**config.mk**
```make
export PLATFORM = sky130hd
export DESIGN_NAME = masked_affine_pipe
export DESIGN_NICKNAME = d
export VERILOG_FILES = /design/src/rtl/skinny_mask_pkg.sv /design/src/rtl/masked_affine_nibble.sv /design/src/rtl/masked_affine_pipe.sv
export SDC_FILE = /design/constraint.sdc
export NUM_CORES = 1
export LEC_CHECK = 0
export CAP_MARGIN = 20
export CORE_ASPECT_RATIO = 2
export CORE_MARGIN = 3
export CORE_UTILIZATION = 41
export DETAILED_ROUTE_END_ITERATION = 8
export PLACE_DENSITY_LB_ADDON = 0.15
export SYNTH_ARGS = -nofsm -noshare
export SYNTH_HDL_FRONTEND = slang
export SYNTH_SLANG_ARGS = --single-unit
```
**constraint.sdc**
```tcl
create_clock -name clk -period 2 [get_ports clk]
set_input_delay 0.5 -clock clk [delete_from_list [all_inputs] [get_ports clk]]
set_output_delay 0.5 -clock clk [all_outputs]
set_load 0.005 [all_outputs]
```
**src/rtl/skinny_mask_pkg.sv**
```systemverilog
// Shared definitions for the masked SKINNY S-box affine layer.
// Latency: n/a (types, constants and pure combinational helpers only).
// Backpressure: n/a.
package skinny_mask_pkg;

    localparam int SHARES = 3;
    localparam int NIB_W  = 4;

    typedef enum logic [1:0] {
        AFF_A1   = 2'd0,
        AFF_A2   = 2'd1,
        AFF_ID   = 2'd2,
        AFF_A2A1 = 2'd3
    } aff_mode_e;

    // Linear (bit-permutation) part of each map; x[k] is bit k of the nibble.
    function automatic logic [NIB_W-1:0] aff_perm(input aff_mode_e m, input logic [NIB_W-1:0] x);
        logic [NIB_W-1:0] r;
        case (m)
            AFF_A1:   r = {x[0], x[1], x[2], x[3]};
            AFF_A2:   r = {x[3], x[2], x[0], x[1]};
            AFF_A2A1: r = {x[1], x[0], x[2], x[3]};
            default:  r = x;
        endcase
        return r;
    endfunction

    // Maps whose affine constant is all-ones. Only one share may carry the
    // constant, otherwise the XOR of the shares would be wrong.
    function automatic logic aff_flips(input aff_mode_e m);
        return (m == AFF_A2) || (m == AFF_A2A1);
    endfunction

endpackage

```
**src/rtl/masked_affine_nibble.sv**
```systemverilog
// One-nibble, three-share affine map; shares are processed independently.
// Latency: purely combinational.
// Backpressure: none (no state).
// Ports: mode - selected map; x1/x2/x3 - input shares; y1/y2/y3 - output shares.
module masked_affine_nibble
    import skinny_mask_pkg::*;
(
    input  aff_mode_e        mode,
    input  logic [NIB_W-1:0] x1,
    input  logic [NIB_W-1:0] x2,
    input  logic [NIB_W-1:0] x3,
    output logic [NIB_W-1:0] y1,
    output logic [NIB_W-1:0] y2,
    output logic [NIB_W-1:0] y3
);

    logic flip;

    assign flip = aff_flips(mode);

    // The constant lands on share 1 only; shares 2 and 3 see the linear part.
    assign y1 = aff_perm(mode, x1) ^ {NIB_W{flip}};
    assign y2 = aff_perm(mode, x2);
    assign y3 = aff_perm(mode, x3);

endmodule

```
**src/rtl/masked_affine_pipe.sv**
```systemverilog
// Pipelined 3-share nibble-wise affine layer with explicit or auto-sequenced mode.
// Latency: STAGES cycles from accept to out_valid; 1 beat/cycle when out_ready=1.
// Backpressure: whole pipe freezes when the output beat is not taken; in_ready=out_ready|~out_valid.
// Ports: clk/rst (sync, active-high); in_valid/in_ready/in_first/mode_auto/mode_sel and x1..x3
//        on the input side; out_valid/out_ready, y1..y3 and out_mode on the output side.
module masked_affine_pipe
    import skinny_mask_pkg::*;
#(
    parameter int NIBBLES = 1,
    parameter int STAGES  = 1,
    parameter int SEQ_LEN = 2
) (
    input  logic                     clk,
    input  logic                     rst,
    input  logic                     in_valid,
    output logic                     in_ready,
    input  logic                     in_first,
    input  logic                     mode_auto,
    input  logic [1:0]               mode_sel,
    input  logic [NIB_W*NIBBLES-1:0] x1,
    input  logic [NIB_W*NIBBLES-1:0] x2,
    input  logic [NIB_W*NIBBLES-1:0] x3,
    output logic                     out_valid,
    input  logic                     out_ready,
    output logic [NIB_W*NIBBLES-1:0] y1,
    output logic [NIB_W*NIBBLES-1:0] y2,
    output logic [NIB_W*NIBBLES-1:0] y3,
    output logic [1:0]               out_mode
);

    localparam int         W     = NIB_W * NIBBLES;
    localparam logic [2:0] SEQ_L = 3'(SEQ_LEN);

    typedef struct packed {
        aff_mode_e                mode;
        logic [SHARES-1:0][W-1:0] sh;
    } beat_t;

    logic [1:0]        cnt;
    logic [2:0]        cnt_inc;
    logic [1:0]        cnt_nxt;
    aff_mode_e         mode_use;
    logic              en;
    logic              accept;
    logic [W-1:0]      a1;
    logic [W-1:0]      a2;
    logic [W-1:0]      a3;
    beat_t             beat_in;
    beat_t             pipe [STAGES];
    logic [STAGES-1:0] vld;

    // in_first only restarts the sequence in auto mode.
    always_comb begin
        mode_use = aff_mode_e'(mode_sel);
        if (mode_auto) begin
            mode_use = in_first ? AFF_A1 : aff_mode_e'(cnt);
        end
    end

    // In auto mode the used step is always < SEQ_LEN, so step+1 can at most
    // reach SEQ_LEN and a single compare implements the modulo.
    assign cnt_inc = {1'b0, mode_use} + 3'd1;
    assign cnt_nxt = (cnt_inc >= SEQ_L) ? 2'd0 : cnt_inc[1:0];

    assign en       = out_ready | ~vld[STAGES-1];
    assign in_ready = en;
    assign accept   = in_valid & en;

    for (genvar g = 0; g < NIBBLES; g++) begin : g_nib
        masked_affine_nibble u_nib (
            .mode (mode_use),
            .x1   (x1[g*NIB_W +: NIB_W]),
            .x2   (x2[g*NIB_W +: NIB_W]),
            .x3   (x3[g*NIB_W +: NIB_W]),
            .y1   (a1[g*NIB_W +: NIB_W]),
            .y2   (a2[g*NIB_W +: NIB_W]),
            .y3   (a3[g*NIB_W +: NIB_W])
        );
    end

    always_comb begin
        beat_in       = '0;
        beat_in.mode  = mode_use;
        beat_in.sh[0] = a1;
        beat_in.sh[1] = a2;
        beat_in.sh[2] = a3;
    end

    // Data is registered even for bubbles; only vld tells them apart.
    always_ff @(posedge clk) begin
        if (rst) begin
            cnt <= 2'd0;
            vld <= '0;
            for (int i = 0; i < STAGES; i++) begin
                pipe[i] <= '0;
            end
        end else begin
            if (accept && mode_auto) begin
                cnt <= cnt_nxt;
            end
            if (en) begin
                vld[0]  <= accept;
                pipe[0] <= beat_in;
                for (int i = 1; i < STAGES; i++) begin
                    vld[i]  <= vld[i-1];
                    pipe[i] <= pipe[i-1];
                end
            end
        end
    end

    assign out_valid = vld[STAGES-1];
    assign y1        = pipe[STAGES-1].sh[0];
    assign y2        = pipe[STAGES-1].sh[1];
    assign y3        = pipe[STAGES-1].sh[2];
    assign out_mode  = pipe[STAGES-1].mode;

endmodule

```
==> metrics.txt <==
CP Class input port to flop; worst-case reg-to-reg path depth 7; Peak VDD IR 0.540 mV; Main synth FF type edfxtp_1; Final Hold Viols 0; simple-gate share of the synthesized area 0.169; root buf cell clkbuf_8; die extent in x 42.6 um; synthesized-area fraction occupied by adder cells 0.0571; mux share of post-synthesis cell area 0.0365; residual DRC count 0; worst path cell trace dlygate4sd2_1, mux2i_4, inv_2, ha_4, a221o_1, a311o_1, a211oi_2; Placer Congestion 0.873; Num CTS Buffers 3; Final Max Tran Viols 0; layout cells sized above 1 0.321; clock skew 0.00429 ns; Clock H-tree levels 1; initial antenna violation count 0; Hold Path End cnt[1]; DRT iter0 DRCs 21; Hold Crit Class flop to flop; XOR/XNOR share of the synthesized area 0; DRT Wirelength 2930 um; Layout Nets 188; DP HPWL 2420 um; RSZ-0062 raised after global routing true; slowest cell on the critical path a221o_1; first-pass GRT wire length 4920 um; Final min period 1.94 ns; Starting Density 0.444; yosys warns 0; number of max-cap violations 0; clk_lat worst skew 0.25 ns; synthesized area 1100 um^2; post-DR vias/cell 5.53; Critical Path RT 2.08 ns; Post-Syn Instances 105; Pleak 0.701 nW; placed cell count 183; Final ANT Viol Nets 0; Core Rows 25; Avg Cell Area, Syn 10.4 um^2; Finished Layout Cells 189; Worst R2R Setup Slack 0.12 ns; DR WL/cell 15.5 um; Post-synth EDFFs 14; CTS sink cnt 17; Layout Area Growth over Synthesis 62.6%; status finished clean; r2r startpoint cnt[1]; num ports 36; full die area 3370 um^2; Power per Cell Area 570 nW/um^2; Fin Setup TNS 0 ns; crit start category input port; Hold Buf Count CTS 0; Hold Crit Start cnt[1]; gr usage total 0.192; Pwr Total 1.02 mW; maximum clock insertion buffer count 2; vias in the first global route 1,078; Vias 1,045; router iterations before antenna repair 5; worst relative slew slack 0.767; Worst-Margin Slew 0.349 ns; r2r endpoint pipe[0][2]; FFs w/ async S/R, synth 0; fmax 516 MHz; largest family of logic cells by synthesized area compound AO/OA/AOI/OAI gates; FF+latch count, synth 17; Die Span Y 79.1 um; Critical Path Fanout Max 7; area share of the largest cell type after synthesis 0.384; Area contributors post-synth edfxtp_1, ha_1, dfxtp_1; TritonCTS clock tree done; Synth top cells by count edfxtp_1, nor2_1, nor2b_1, a21oi_1, a22oi_1; Worst-path clk slew 0.07 ns; crit-path max cell delay 0.33 ns; Synth cell types 33; Final setup viols 0; Synthesized Nets 130; diode count 0; sequential element share of the synthesized area 0.438; total global routing overflow 0; core box area 2470 um^2; Final Cycle Share 0.969; port bufs 35; cell count of the worst hold path 2; critical path arrival 2.02 ns; most frequent cell after synthesis edfxtp_1; area leader, netlist edfxtp_1; post-synthesis compound-gate area fraction 0.237; largest net degree at the start of global routing 15; Setup crit end kind flop
-- cell usage in the layout (no fill, tap or decap), types with 3 or more instances in the layout --
cell type,netlist,final
dfxtp_1,3,3
a22oi_1,6,6
o21ai_0,4,4
a21oi_1,6,5
nor2_1,9,9
nor3_1,4,4
clkbuf_8,1,3
ha_4,0,3
buf_4,2,25
a2bb2oi_2,0,3
clkdlybuf4s50_1,0,30
a221oi_1,4,3
nand2b_1,3,3
edfxtp_1,14,14
nor2b_1,8,5
inv_2,1,3
dlygate4sd2_1,0,3
-- worst max-delay path, delay by kind of cell --
| kind | cells | cell delay (ns) |
|---|---|---|
| compound gates | 3 | 0.79 |
| fa+ha+maj | 1 | 0.19 |
| buf+inv | 2 | 0.34 |
| mux | 1 | 0.19 |
-- kinds of logic after synthesis --
| group | after synthesis |
|---|---|
| AOI/OAI and AO/OA | 34 |
| adders and majority gates | 5 |
| buffers and inverters | 11 |
| DFF | 17 |
| muxes | 4 |
| and+or+nand+nor | 34 |
-- area by class of cell --
| cell class | instances | area, um^2 |
|---|---|---|
| fillers | 204 | 689 |
| repair buffers | 61 | 551 |
| inverters | 3 | 11.3 |
| multi-input cells | 77 | 659 |
| flip-flops and latches | 17 | 480 |
| clock inverters | 1 | 5.00 |
| well taps | 27 | 33.8 |
| clock buffers | 3 | 41.3 |
-- layer usage --
| metal | up-vias | GRT usage | wire length (um) |
|---|---|---|---|
| li1 | 511 | - | - |
| met1 | 491 | 0.175 | 1020 |
| met2 | 37 | 0.398 | 1780 |
| met3 | 6 | 0.0363 | 94 |
| met4 | 0 | 0.0592 | 41 |
| met5 | - | 0 | 0 |
-- registers in the layout, indices dropped and copies added (netlist names) --
register and cells:
pipe 14, out_valid 1, cnt 2
-- metrics by stage --
stage	worst slack, ns	cell area [um^2]	utilization	hold slack (ns)
after global placement	-0.739	1650	0.667	0.466
after global routing	0.00220	1780	0.721	0.518
after floorplan	0.0132	1130	-	0.444
after CTS	0.000277	1760	0.711	0.500
final	0.0624	1780	0.721	0.497
after detailed placement	-0.793	1650	0.667	0.481
-- where the power goes --
group	internal (mW)	total [mW]	switching [mW]
combinational	0.197	0.334	0.137
sequential	0.420	0.430	0.0104
clock	0.138	0.252	0.114
-- worst max-delay path by stage --
stage	from	to	slack, ns
after detailed placement	mode_auto	pipe[0][0]	-0.79
final	mode_sel[1]	pipe[0][2]	0.06
after global routing	mode_sel[1]	pipe[0][4]	0.002
after CTS	mode_sel[0]	pipe[0][3]	0.0003
after global placement	mode_auto	pipe[0][0]	-0.74
after floorplan	mode_auto	pipe[0][3]	0.01
-- timing repair --
item                                    4_1_cts  5_1_grt
endpoints found under the setup margin       14       12
pin swaps                                     4        2
setup buffers                                 2        1
gates resized for setup                      25        5
No activity file was read; power rests on OpenSTA's default activity.
